`src/rtl/ula_nb_seq.sv`:
```
// N-bit registered ALU (AND/OR/ADD/SUB/SLT/NOR) with a shift-add unsigned multiplier
// and a valid/ready handshake on both sides.
module ula_nb_seq #(
  parameter int WIDTH  = 32,
  parameter bit MUL_EN = 1'b1
) (
  input  logic             clk,
  input  logic             reset,
  input  logic             in_valid,
  output logic             in_ready,
  input  logic [WIDTH-1:0] a,
  input  logic [WIDTH-1:0] b,
  input  logic             ainvert,
  input  logic             binvert,
  input  logic [1:0]       op,
  input  logic             mul,
  output logic             out_valid,
  input  logic             out_ready,
  output logic [WIDTH-1:0] result,
  output logic             cout,
  output logic             zero,
  output logic             overflow
);

  localparam logic [1:0] ST_IDLE = 2'd0;
  localparam logic [1:0] ST_MUL  = 2'd1;
  localparam logic [1:0] ST_HOLD = 2'd2;
  localparam int         CW      = $clog2(WIDTH + 1);

  logic [1:0]         state_r;
  logic               out_valid_r;
  logic [WIDTH-1:0]   result_r;
  logic               cout_r;
  logic               zero_r;
  logic               overflow_r;
  logic [WIDTH-1:0]   mcand_r;
  logic [2*WIDTH-1:0] prod_r;
  logic [CW-1:0]      cnt_r;

  logic               mul_s;
  logic               accept_s;
  logic [WIDTH-1:0]   a_mod_s;
  logic [WIDTH-1:0]   b_mod_s;
  logic [WIDTH:0]     sum_s;
  logic               ovf_s;
  logic [WIDTH-1:0]   alu_res_s;
  logic               alu_cout_s;
  logic               alu_ovf_s;
  logic [WIDTH:0]     hi_sum_s;
  logic [2*WIDTH-1:0] next_prod_s;
  logic               mul_last_s;

  assign mul_s    = MUL_EN & mul;
  assign in_ready = (state_r != ST_MUL) & (~out_valid_r | out_ready) & ~reset;
  assign accept_s = in_valid & in_ready;

  assign out_valid = out_valid_r;
  assign result    = result_r;
  assign cout      = cout_r;
  assign zero      = zero_r;
  assign overflow  = overflow_r;

  // Shared adder; binvert doubles as carry-in so binvert=1 gives A'-B.
  assign a_mod_s = ainvert ? ~a : a;
  assign b_mod_s = binvert ? ~b : b;
  assign sum_s   = {1'b0, a_mod_s} + {1'b0, b_mod_s} + {{WIDTH{1'b0}}, binvert};
  assign ovf_s   = (a_mod_s[WIDTH-1] == b_mod_s[WIDTH-1]) & (sum_s[WIDTH-1] != a_mod_s[WIDTH-1]);

  // ALU result and flag selection.
  always_comb begin
    alu_res_s  = {WIDTH{1'b0}};
    alu_cout_s = 1'b0;
    alu_ovf_s  = 1'b0;
    case (op)
      2'b00: alu_res_s = a_mod_s & b_mod_s;
      2'b01: alu_res_s = a_mod_s | b_mod_s;
      2'b10: begin
        alu_res_s  = sum_s[WIDTH-1:0];
        alu_cout_s = sum_s[WIDTH];
        alu_ovf_s  = ovf_s;
      end
      2'b11: begin
        alu_res_s  = {{(WIDTH-1){1'b0}}, sum_s[WIDTH-1] ^ ovf_s};
        alu_cout_s = sum_s[WIDTH];
        alu_ovf_s  = ovf_s;
      end
      default: alu_res_s = {WIDTH{1'b0}};
    endcase
  end

  // Multiplier lives in prod_r low half and shifts out as the product shifts in.
  assign hi_sum_s    = {1'b0, prod_r[2*WIDTH-1:WIDTH]} +
                       (prod_r[0] ? {1'b0, mcand_r} : {(WIDTH+1){1'b0}});
  assign next_prod_s = {hi_sum_s, prod_r[WIDTH-1:1]};
  assign mul_last_s  = (cnt_r == CW'(WIDTH - 1));

  // Control FSM, operand capture and registered outputs.
  always_ff @(posedge clk) begin
    if (reset) begin
      state_r     <= ST_IDLE;
      out_valid_r <= 1'b0;
      result_r    <= {WIDTH{1'b0}};
      cout_r      <= 1'b0;
      zero_r      <= 1'b0;
      overflow_r  <= 1'b0;
      mcand_r     <= {WIDTH{1'b0}};
      prod_r      <= {(2*WIDTH){1'b0}};
      cnt_r       <= {CW{1'b0}};
    end else begin
      case (state_r)
        ST_MUL: begin
          prod_r <= next_prod_s;
          if (mul_last_s) begin
            cnt_r       <= {CW{1'b0}};
            result_r    <= next_prod_s[WIDTH-1:0];
            cout_r      <= |next_prod_s[2*WIDTH-1:WIDTH];
            zero_r      <= (next_prod_s[WIDTH-1:0] == {WIDTH{1'b0}});
            overflow_r  <= 1'b0;
            out_valid_r <= 1'b1;
            state_r     <= ST_HOLD;
          end else begin
            cnt_r <= cnt_r + {{(CW-1){1'b0}}, 1'b1};
          end
        end
        ST_IDLE, ST_HOLD: begin
          if (accept_s) begin
            if (mul_s) begin
              mcand_r     <= a;
              prod_r      <= {{WIDTH{1'b0}}, b};
              cnt_r       <= {CW{1'b0}};
              out_valid_r <= 1'b0;
              state_r     <= ST_MUL;
            end else begin
              result_r    <= alu_res_s;
              cout_r      <= alu_cout_s;
              zero_r      <= (alu_res_s == {WIDTH{1'b0}});
              overflow_r  <= alu_ovf_s;
              out_valid_r <= 1'b1;
              state_r     <= ST_HOLD;
            end
          end else if (out_valid_r & out_ready) begin
            out_valid_r <= 1'b0;
            state_r     <= ST_IDLE;
          end else begin
            state_r <= state_r;
          end
        end
        default: begin
          out_valid_r <= 1'b0;
          state_r     <= ST_IDLE;
        end
      endcase
    end
  end

endmodule

```
`config.mk`:
```
export PLATFORM = sky130hd
export DESIGN_NAME = ula_nb_seq
export DESIGN_NICKNAME = d
export VERILOG_FILES = /design/src/rtl/ula_nb_seq.sv
export SDC_FILE = /design/constraint.sdc
export NUM_CORES = 1
export LEC_CHECK = 0
export ABC_AREA = 1
export BUFFER_PORTS_ARGS = -buffer_cell sky130_fd_sc_hd__buf_2
export CAP_MARGIN = 20
export CORE_MARGIN = 2
export CORE_UTILIZATION = 38
export DETAILED_ROUTE_END_ITERATION = 6
export SYNTH_ARGS = -nofsm -noshare
export SYNTH_HDL_FRONTEND = slang
export SYNTH_SLANG_ARGS = --single-unit
```
`constraint.sdc`:
```
create_clock -name clk -period 5.55 [get_ports clk]
set_input_delay 1.3875 -clock clk [delete_from_list [all_inputs] [get_ports clk]]
set_output_delay 1.3875 -clock clk [all_outputs]
set_load 0.03 [all_outputs]
```
Word-level counts from Yosys, hierarchy flattened:

Cells that the tools add are included.

* ROM bits: 0
* latch bits: 0
* memories: 0
* input port bits: 73
* RAM bits: 0
* flip-flop bits (word level): 140
* word-level logic and storage cells: 91

* multipliers: 0
* multiplexer cells: 39
* $add $sub $neg: 4
* equal/unequal tests: 14
* shift-type cells: 0
* div/mod/pow operators: 0
* bitwise gates (word level): 13
* reductions and logical operators: 12
* order comparisons: 0

Operator list (number)
* $mux W32: 6
* $mux W64: 2
* $pmux W32 S4: 1
* $pmux W64 S2: 1
* $add A32 B32 Y33: 2
* $logic_not A32 Y1: 2
* $not A32 Y32: 2
* $pmux W32 S2: 1
* $add A33 B1 Y33: 1
* $and A32 B32 Y32: 1
* $or A32 B32 Y32: 1
* $reduce_or A32 Y1: 1
* $mux W6: 3
* $mux W1: 15
* $pmux W6 S2: 1
* $mux W2: 4
* $ne A2 B2 Y1 const B: 4
* $pmux W1 S2: 4
* $add A6 B1 Y6 const B: 1
* $eq A2 B2 Y1 const B: 3
* $eq A6 B5 Y1 const B: 1
* $reduce_and A3 Y1: 2
* $and A1 B1 Y1: 5
* $eq A2 B1 Y1 const B: 2
* other kinds (13): 16

Depth between registers and ports, before layout:

Gate-level depths: netlist (run 1).

* depth in word-level cells: 12
* depth in mapped cells: 24
* mapped depth without buffers: 23

Worst setup path after synthesis (run 1):

Ideal clock, no wire load.

* path type: input-to-reg
* start: input port ainvert
* end: register zero_r, in the netlist zero
* arrival: 3.823 ns
* library setup time: 0.070 ns
* path slack: 1.657 ns
* stages: 19
* cells stage by stage: buf_6 clkbuf_1 xnor2_1 fa_1 inv_1 nand3_1 nand2_2 nand2_1 nand2_2 nand2_1 nand2_1 nand2_1 nand3_1 nand2_1 nor3_1 nand3_1 nor3_1 nand3_1 a21oi_1

* longest elaborated chain between the ends: 11

RTL lines
* start: declaration: line 13 `input logic ainvert,`
* $mux W32 (*): line 64 `assign a_mod_s = ainvert ? ~a : a;`
* $add A32 B32 Y33: line 66 `assign sum_s = {1'b0, a_mod_s} + {1'b0, b_mod_s} + {{WIDTH{1'b0}}, binvert};`
* $add A33 B1 Y33: line 66
* $ne A1 B1 Y1: line 67 `assign ovf_s = (a_mod_s[WIDTH-1] == b_mod_s[WIDTH-1]) & (sum_s[WIDTH-1] != a_mod_s[WIDTH-1]);`
* $and A1 B1 Y1: line 67
* $xor A1 B1 Y1: line 83 `alu_res_s = {{(WIDTH-1){1'b0}}, sum_s[WIDTH-1] ^ ovf_s};`
* $pmux W32 S4 (*): line 74 `case (op)`
* $logic_not A32 Y1 (*): line 136 `zero_r <= (alu_res_s == {WIDTH{1'b0}});`
* $mux W1 (*): line 127 `if (mul_s) begin`
* $mux W1 (*): line 126 `if (accept_s) begin`
* $pmux W1 S2 (*): line 110 `case (state_r)`
* end signal: assignment: line 117 `zero_r <= (next_prod_s[WIDTH-1:0] == {WIDTH{1'b0}});`
* end signal: assignment: line 136
* end: declaration: line 34 `logic zero_r;`

Every way passes the cells marked *; elsewhere a longest branch is shown, timed or not. The select of a mux whose other input is x is not followed.
A chain may end at the register's enable or synchronous reset.

Final worst setup path (run 1):

Ends and elaborated chain as after synthesis.

==> impl_metrics.ini, run 1 <==
[yosys]
synth_area_sq_um = 12010
synth-edff-count = 0
synth_nets = 2120
synth_cell_types = 45
ys.flop_type = dfxtp_1
synthArstFlopShare_pct = 0
syn_area_per_cell_sq_um = 6.164
yosys_warnings = 0
syn-instance-count = 1948
ys_ff_latch = 139
ys_seq_area_share_pct = 23.17

[route]
met2_length_um = 20670
viasPerCell = 5.266
post_drt_wl_per_cell_um = 18.22
vias = 12810
wl_met3_um = 2275
drc = 3
first_pass_iters = 7
drt_iter0_drc = 990
wl_met1_um = 20400
drt.antenna.violating_nets = 0
wl_um = 44320
top_layer = met4

[cts]
root_buffer = clkbuf_16
clk_latency_ns = 0.46
cts_buffers = 17
postCtsSetupRepairBufs = 0
tritoncts = yes
clock-sinks = 139
cts_resized = 0
cts_max_path_buffers = 2
htreeDepth = 4
clkTransAtPathRegs_ns = 0.07
cts_hold_buf = 0

[worst_setup_path]
end_kind = flop
crit_slowest_cell = buf_2
cp_max_fo = 25
cp.buffers_inverters = 3
critPathMaxStageDelay_ns = 0.62
cp.required_ns = 5.93
path_cells = buf_2 > buf_12 > xnor2_1 > inv_1 > ha_1 > a21oi_1 > nor2_1 > nor2_2 > nor2_1 > nor2_1 > o21a_1 > nand3_1 > nand3_1 > nand3_1 > nor2_1 > nand2_1 > nor2_1 > nand3_1 > a21oi_1
cp-start-kind = input port
cp.arrival_ns = 4.99
critical_path_class = input port to flop
cp_common_cell = nor2_1
critPathTopFamily = simple AND/OR/NAND/NOR gates

[timing]
drv_slew = 0
finalCritPeriodShare_pct = 82.97
setup_violations = 0
finalHoldViolCount = 0
worst_pin_slew_ns = 0.8526
rsz0062_at_grt = no
min_period_ns = 4.605
max_freq_mhz = 217.2
fin_setup_tns_ns = 0
relSlewSlack_pct = 43.16
fin_skew_ns = 0.01485
hold_slack_ns = 0.4698

[finish]
areaGrowthSynthToFinish_pct = 13.24
drive_gt1_share_pct = 10.34
fin_nets = 2190
final_common_cell = nand2_1
nFillCells = 3417
final_cell_mix = 483 x nand2_1, 278 x inv_1, 209 x nor2_1, 156 x o21ai_0, 139 x dfxtp_1
post-route-util_pct = 43.43

[floorplanning]
num_rows = 65
dieWidth_um = 181.8
fp.dieArea_sq_um = 33040
fp.dieH_um = 181.8
start_util_pct = 38.35
io_pins = 110
coreArea_sq_um = 31310

[worst_hold_path]
hold_path_class = flop to flop

[outcome]
status = complete, but fails checks
violations = DRC

[global_routing]
grt_pass1_vias = 12400
grt_max_degree = 69
antenna_found_initial = 1
grt_usage_pct = 27.13
grt_pass1_wl_um = 69150
grt_overflow_total = 0

[place]
dpl.hpwl_um = 35010
io_buffers = 109
finalWeightedCongestion = 0.9590

[pwr]
ir_drop_uv = 230.8
power_density_nw_per_um2 = 257.3
finalPower_mw = 3.498
p_leak_nw = 6.779

[flow_run]
cap_violations = 0
## Yosys cell counts, types with 2 or more instances
library cell | instances | share of area, %
fa_1 | 2 | 0.33
o221ai_1 | 3 | 0.22
clkbuf_1 | 51 | 1.6
nand3b_1 | 13 | 0.81
o211ai_1 | 2 | 0.13
a211oi_1 | 2 | 0.13
a21o_1 | 3 | 0.19
xnor2_1 | 72 | 5.3
ha_1 | 97 | 10
nand2_1 | 483 | 15
nand4_1 | 15 | 0.78
or2_2 | 16 | 0.83
nor3_2 | 2 | 0.17
buf_6 | 2 | 0.19
nand2_2 | 9 | 0.47
buf_2 | 19 | 0.79
nand3_1 | 87 | 3.6
o21ai_1 | 6 | 0.25
inv_1 | 279 | 8.7
a21boi_0 | 3 | 0.19
nor2_1 | 211 | 6.6
xor2_1 | 16 | 1.2
nor2_4 | 3 | 0.28
a31oi_1 | 65 | 3.4
o21bai_1 | 10 | 0.63
or2_1 | 2 | 0.10
o21ai_0 | 156 | 6.5
o21a_1 | 4 | 0.25
nor2_2 | 5 | 0.26
nor3_1 | 17 | 0.71
and2_0 | 2 | 0.10
nor4_1 | 11 | 0.57
nand3_2 | 3 | 0.25
a21oi_1 | 108 | 4.5
a21oi_2 | 5 | 0.36
o22ai_1 | 11 | 0.57
dfxtp_1 | 139 | 23
inv_2 | 7 | 0.22
## per-layer routing
metal	vias up	GRT usage (%)
li1	6415	-
met1	5989	35.71
met2	357	46.15
met3	50	4.071
met4	0	7.512
met5	-	0
## metrics by stage
step | setup WS (ns) | cell area (sq um) | cells
2_1_floorplan | 1.657 | 12010 | 1948
3_3_place_gp | 0.4404 | 12920 | 2400
3_5_place_dp | 0.5674 | 12920 | 2400
4_1_cts | 1.033 | 13570 | 2431
5_1_grt | 0.7252 | 13600 | 2432
6_report | 0.9450 | 13600 | 2433
## cells by family after synthesis
kind of cell,count (synthesis),synth area share (%)
DFF,139,23.17
buffers and inverters,358,11.51
adders and majority gates,99,10.44
AOI/OAI and AO/OA,381,17.55
xor gates and xnor gates,88,6.419
and+or+nand+nor,883,30.91
## power breakdown
part	internal (mW)	switching, mW	leakage [nW]	total, mW
Combinational	0.346	0.745	5.32	1.09
Sequential	1.05	0.0375	1.13	1.09
Clock	0.812	0.506	0.322	1.32
## registers in the layout (all words and copies together) (netlist names)
name,count
overflow,1
cnt_r,6
mcand_r,32
state_r,2
cout,1
result,32
prod_r,64
zero,1
## worst register-to-register path: stages (launching register included)
cell and delay, ns:
dfxtp_1 0.70, nand2_1 0.11, inv_1 0.07, ha_1 0.16, inv_1 0.06, fa_1 0.39
nand3b_1 0.18, nand2_1 0.13, a21oi_2 0.13, o21ai_1 0.33, nand2_1 0.09, nand2_1 0.13
xor2_1 0.21, nand2_1 0.08, nor2_1 0.15, nand2_1 0.07, nor2_1 0.22, nand3_1 0.15
nand2_1 0.09, a21oi_1 0.07
## area by class of cell
type / instances / area [sq um] / share of cell area [%]
diodes: 1 / 2.502 / 0.01840
well taps: 402 / 503.0 / 3.699
flip-flops and latches: 139 / 2783 / 20.46
repair buffers: 123 / 720.7 / 5.300
multi-input cells: 1451 / 7864 / 57.83
inverters: 286 / 1074 / 7.895
clock buffers: 18 / 439.2 / 3.230
clock inverters: 13 / 212.7 / 1.564
## path summary, 6_finish.rpt
kind                endpoint  slack, ns  depth (start not counted)       start
setup / recovery        zero       0.94                         19     ainvert
hold / removal    prod_r[55]       0.47                          2  prod_r[55]
setup reg to reg        cout       1.93                         19   prod_r[0]
hold reg to reg   prod_r[55]       0.47                          2  prod_r[55]
Power figures use the tool's default switching activity.
==> run 2, diff against run 1 <==
ABC_AREA = 0   (was 1)
clock period = 4.3 ns   (was 5.55 ns; I/O delays follow)
==> impl_metrics.ini, run 2 <==
[outcome]
status = completed

[timing]
finalCritPeriodShare_pct = 95.73
setup_violations = 0
worst_slack_ns = 0.1835
finalHoldViolCount = 0
rsz0062_at_grt = no
max_freq_mhz = 242.9
relSlewSlack_pct = 41.24
fin_skew_ns = 0.01785
min_period_ns = 4.117
drv_slew = 0
fin_setup_tns_ns = 0
worst_pin_slew_ns = 0.8814

[worst_setup_path]
cp_max_fo = 15
ff2ff_path_depth = 16
worst_r2r_endpoint = cout
r2r_slack_ns = 0.29
cp.arrival_ns = 4.46
cp-start-kind = input port
end_kind = flop
r2r_start = prod_r[0]
cp.required_ns = 4.65
critical_path_class = input port to flop

[global_routing]
grt_pass1_wl_um = 62440
grt_usage_pct = 25.54
grt_overflow_total = 0
grt_pass1_vias = 11590
antenna_found_initial = 0
grt_max_degree = 82

[floorplanning]
dieWidth_um = 177.4
num_rows = 63
start_util_pct = 38.56
fp.dieArea_sq_um = 31470
coreArea_sq_um = 29640
io_pins = 110
fp.dieH_um = 177.4

[route]
drt.antenna.violating_nets = 0
drc = 0
viasPerCell = 5.594
post_drt_wl_per_cell_um = 18.68
wl_um = 40100
first_pass_iters = 5
vias = 12010
drt_iter0_drc = 801

[worst_hold_path]
holdPathEnd = result[10]
whs_path_depth = 2
hold_path_class = flop to flop
holdCritStartpoint = result[10]

[finish]
diodes = 0
largest_reg_flops = 64
fin_nets = 1916
areaGrowthSynthToFinish_pct = 22.16
nFillCells = 3093
post-route-util_pct = 47.10
drive_gt1_share_pct = 18.10
final_cell_mix = 198 x nand2_1, 154 x a21oi_1, 150 x nor2_1, 147 x buf_4, 138 x dfxtp_1
fin_area_sq_um = 13960
final_common_cell = nand2_1
regMostFlops = prod_r

[place]
io_buffers = 109
place_ws_ns = -0.3671
finalWeightedCongestion = 0.9757
placedInstanceArea_sq_um = 13300
dpl.hpwl_um = 30920

[yosys]
synthTopCellsByArea = dfxtp_1 24%, ha_1 11%, a21oi_1 6.8%, nand2_1 6.6%, xor2_1 6.2%
synth_common_cells = 200 x nand2_1, 156 x a21oi_1, 150 x nor2_1, 139 x dfxtp_1, 97 x ha_1
synth_area_sq_um = 11430
ys_seq_area_share_pct = 24.35
synth_nets = 1729
ys_ff_latch = 139
yosysTopAreaCellShare_pct = 24.35
ys.flop_type = dfxtp_1
syn_area_per_cell_sq_um = 7.339
yosys_warnings = 0
synth-edff-count = 0
synth_most_common_cell = nand2_1
synth_cell_types = 74
syn-instance-count = 1557
synth_top_cell_by_area = dfxtp_1
synthArstFlopShare_pct = 0

[pwr]
ir_drop_uv = 286.8
p_leak_nw = 6.208
finalPower_mw = 4.412
power_density_nw_per_um2 = 316.0

[flow_run]
cap_violations = 0

[cts]
tritoncts = yes
cts_buffers = 17
htreeDepth = 4
clock-sinks = 139
clk_latency_ns = 0.44
cts_max_path_buffers = 2
cts_hold_buf = 0
root_buffer = clkbuf_16
clkTransAtPathRegs_ns = 0.08
run 2: stage by stage:
stage          cells  hold slack (ns)
2_1_floorplan   1557           0.4317
3_3_place_gp    2114           0.4377
3_5_place_dp    2114           0.4429
4_1_cts         2146           0.4521
5_1_grt         2147           0.4624
6_report        2147           0.4499
run 2: worst max path at each step:
stage | start | endpoint | slack, ns | cells after the start
global placement | ainvert | zero | -0.23 | 16
detailed placement | ainvert | zero | -0.37 | 16
global route | ainvert | zero | 0.003 | 18
floorplan | ainvert | zero | 0.05 | 14
CTS | ainvert | zero | 0.07 | 16
finish | binvert | zero | 0.18 | 15
run 2: cells by family (layout without fill, tap and decap cells):
group	after synthesis	count (layout)	synth area share [%]
fa+ha+maj	99	99	10.97
compound gates	455	455	25.74
mux	29	29	2.540
xor+xnor	101	101	7.807
simple gates	558	558	22.72
flops	139	139	24.35
buf+inv	176	376	5.869
run 2: layout make-up:
type                    instances  area (sq um)  area share, %
inverters                      85         319.1          2.286
multi-input cells            1242          8049          57.66
well taps                     390         488.0          3.496
flip-flops and latches        139          2784          19.94
repair buffers                259          1727          12.37
clock inverters                15         167.7          1.201
clock buffers                  17         425.4          3.047
run 2: worst max-delay path, cell delays in order:
cell	delay (ns)
buf_2	0.11
buf_12	0.16
xor2_1	0.25
ha_1	0.29
and3b_1	0.20
o21a_1	0.20
or3_1	0.31
a41o_1	0.27
a2111oi_2	0.31
nand4b_1	0.16
nor3b_2	0.19
nand4b_1	0.16
nor4b_2	0.32
nand4_1	0.19
o41ai_2	0.24
run 2: what timing repair did:
action	CTS	global route
gates resized for setup	0	15
buffers inserted	0	1
endpoints found under the setup margin	0	7
run 2: routing by layer:
| layer | up-vias | GRT usage, % | wire length, um |
|---|---|---|---|
| li1 | 5907 | - | - |
| met1 | 5647 | 33.33 | 17970 |
| met2 | 370 | 41.83 | 18250 |
| met3 | 86 | 3.770 | 2341 |
| met4 | 0 | 10.96 | 1536 |
| met5 | - | 0 | 0 |
run 2: where the power goes:
part / leakage (nW) / total, mW / internal (mW) / switching, mW
registers: 1.13 / 1.39 / 1.34 / 0.0478
logic: 4.79 / 1.51 / 0.648 / 0.859
clock network: 0.293 / 1.52 / 0.829 / 0.689
total: 6.21 / 4.41 / 2.82 / 1.60
==> run 3, diff against run 2 <==
CORE_UTILIZATION = 61   (was 38)
PLACE_DENSITY = 0.82   (was not set)
==> impl_metrics.ini, run 3 (synthesis results as in run 2) <==
[floorplanning]
fp.dieH_um = 140.9
start_util_pct = 61.71
dieWidth_um = 140.9
fp.dieArea_sq_um = 19840
io_pins = 110
num_rows = 50
coreArea_sq_um = 18520

[finish]
largest_reg_flops = 64
nFillCells = 1490
regMostFlops = prod_r
diodes = 0
final_common_cell = nand2_1
areaGrowthSynthToFinish_pct = 19.62
fin_nets = 1903
drive_gt1_share_pct = 17.43
final_cell_mix = 198 x nand2_1, 155 x a21oi_1, 150 x nor2_1, 137 x dfxtp_1, 136 x buf_4
fin_area_sq_um = 13670

[worst_setup_path]
cp_max_fo = 3
crit_slowest_cell = fa_1
cp_common_cell = nand4b_1
critPathTopFamily = compound AO/OA/AOI/OAI gates
critPathMaxStageDelay_ns = 0.46
path_cells = buf_2 > xor2_2 > inv_1 > nand2_1 > o21ai_0 > fa_1 > buf_4 > xnor2_1 > a221oi_2 > o2111ai_2 > a2111oi_4 > nand4b_1 > nor3b_2 > nand4b_1 > nor4b_2 > nand4_1 > o41ai_2
cp.required_ns = 4.64
cp.buffers_inverters = 3
critical_path_class = input port to flop
cp.arrival_ns = 4.54
cp-start-kind = input port
end_kind = flop

[global_routing]
grt_max_degree = 89
grt_pass1_wl_um = 60270
grt_usage_pct = 37.99
grt_overflow_total = 0
antenna_found_initial = 1
grt_pass1_vias = 11560

[place]
dpl.hpwl_um = 28890
placedInstanceArea_sq_um = 13010
io_buffers = 109
place_ws_ns = -0.4589
finalWeightedCongestion = 0.9860

[route]
post_drt_wl_per_cell_um = 19.38
first_pass_iters = 7
drc = 0
viasPerCell = 6.289
vias = 12440
wl_um = 38320
drt_iter0_drc = 1255
drt.antenna.violating_nets = 0

[timing]
max_freq_mhz = 237.8
min_period_ns = 4.205
hold_slack_ns = 0.4497
relSlewSlack_pct = 36.10
finalCritPeriodShare_pct = 97.80
worst_pin_slew_ns = 0.9585
rsz0062_at_grt = yes
setup_violations = 0
fin_skew_ns = 0.01351
drv_slew = 0
worst_slack_ns = 0.09461
fin_setup_tns_ns = 0
finalHoldViolCount = 0

[cts]
cts_hold_buf = 0
clock-sinks = 139
clk_latency_ns = 0.44
htreeDepth = 4
cts_buffers = 17
cts_max_path_buffers = 2
postCtsSetupRepairBufs = 0
clkTransAtPathRegs_ns = 0.07
root_buffer = clkbuf_16
tritoncts = yes

[worst_hold_path]
hold_path_class = flop to flop

[pwr]
p_leak_nw = 6.141
power_density_nw_per_um2 = 320.3
finalPower_mw = 4.379
ir_drop_uv = 347.5

[outcome]
status = completed

[flow_run]
cap_violations = 0
-- run 3: final timing paths --
| path | start | endpoint | slack, ns | cells past startpoint |
|---|---|---|---|---|
| setup / recovery | ainvert | zero | 0.09 | 17 |
| hold / removal | mcand_r[2] | mcand_r[2] | 0.45 | 2 |
| setup reg to reg | prod_r[0] | cout | 0.25 | 14 |
| hold reg to reg | mcand_r[2] | mcand_r[2] | 0.45 | 2 |
-- run 3: per-stage QoR --
stage | cells | util, %
floorplan | 1557 | -
global placement | 1946 | 70.24
detailed placement | 1946 | 70.24
CTS | 1978 | 73.59
global route | 1978 | 73.82
finish | 1978 | 73.82
-- run 3: metal layers --
metal | global-route usage (%) | share of wire, % | up-vias
met3 | 8.594 | 10 | 135
met4 | 12.63 | 3.4 | 2
li1 | - | - | 5885
met5 | 0 | 0.018 | -
met1 | 49.39 | 41 | 5719
met2 | 62.57 | 45 | 699
-- run 3: worst register-to-register path: stages, from the launching register on --
cell and delay (ns):
dfxtp_2 0.37, buf_4 0.21, and2_1 0.17, ha_1 0.40
nand2_1 0.16, or3_1 0.45, o22ai_1 0.23, nor2_1 0.10
and3_1 0.21, a2111oi_1 0.36, nand4_1 0.19, nor4_1 0.41
nand4b_1 0.16, o21ai_0 0.36, a31oi_1 0.13
-- run 3: where the power goes --
group	switching, mW	internal, mW
combinational	0.866	0.643
sequential	0.0482	1.34
clock	0.699	0.784
total	1.61	2.77
-- run 3: area by class of cell --
type	count	area, sq um	share of cell area (%)
tap	234	292.8	2.142
clock inverter	15	173.9	1.272
clock buffer	17	425.4	3.112
timing repair buffer	246	1617	11.83
sequential	139	2785	20.38
inverter	85	319.1	2.334
multi-input combinational	1242	8056	58.94
-- run 3: repair_timing --
item                       4_1_cts  5_1_grt
pin swaps                        1        2
resized for setup                5        9
setup endpoints to repair        1        2
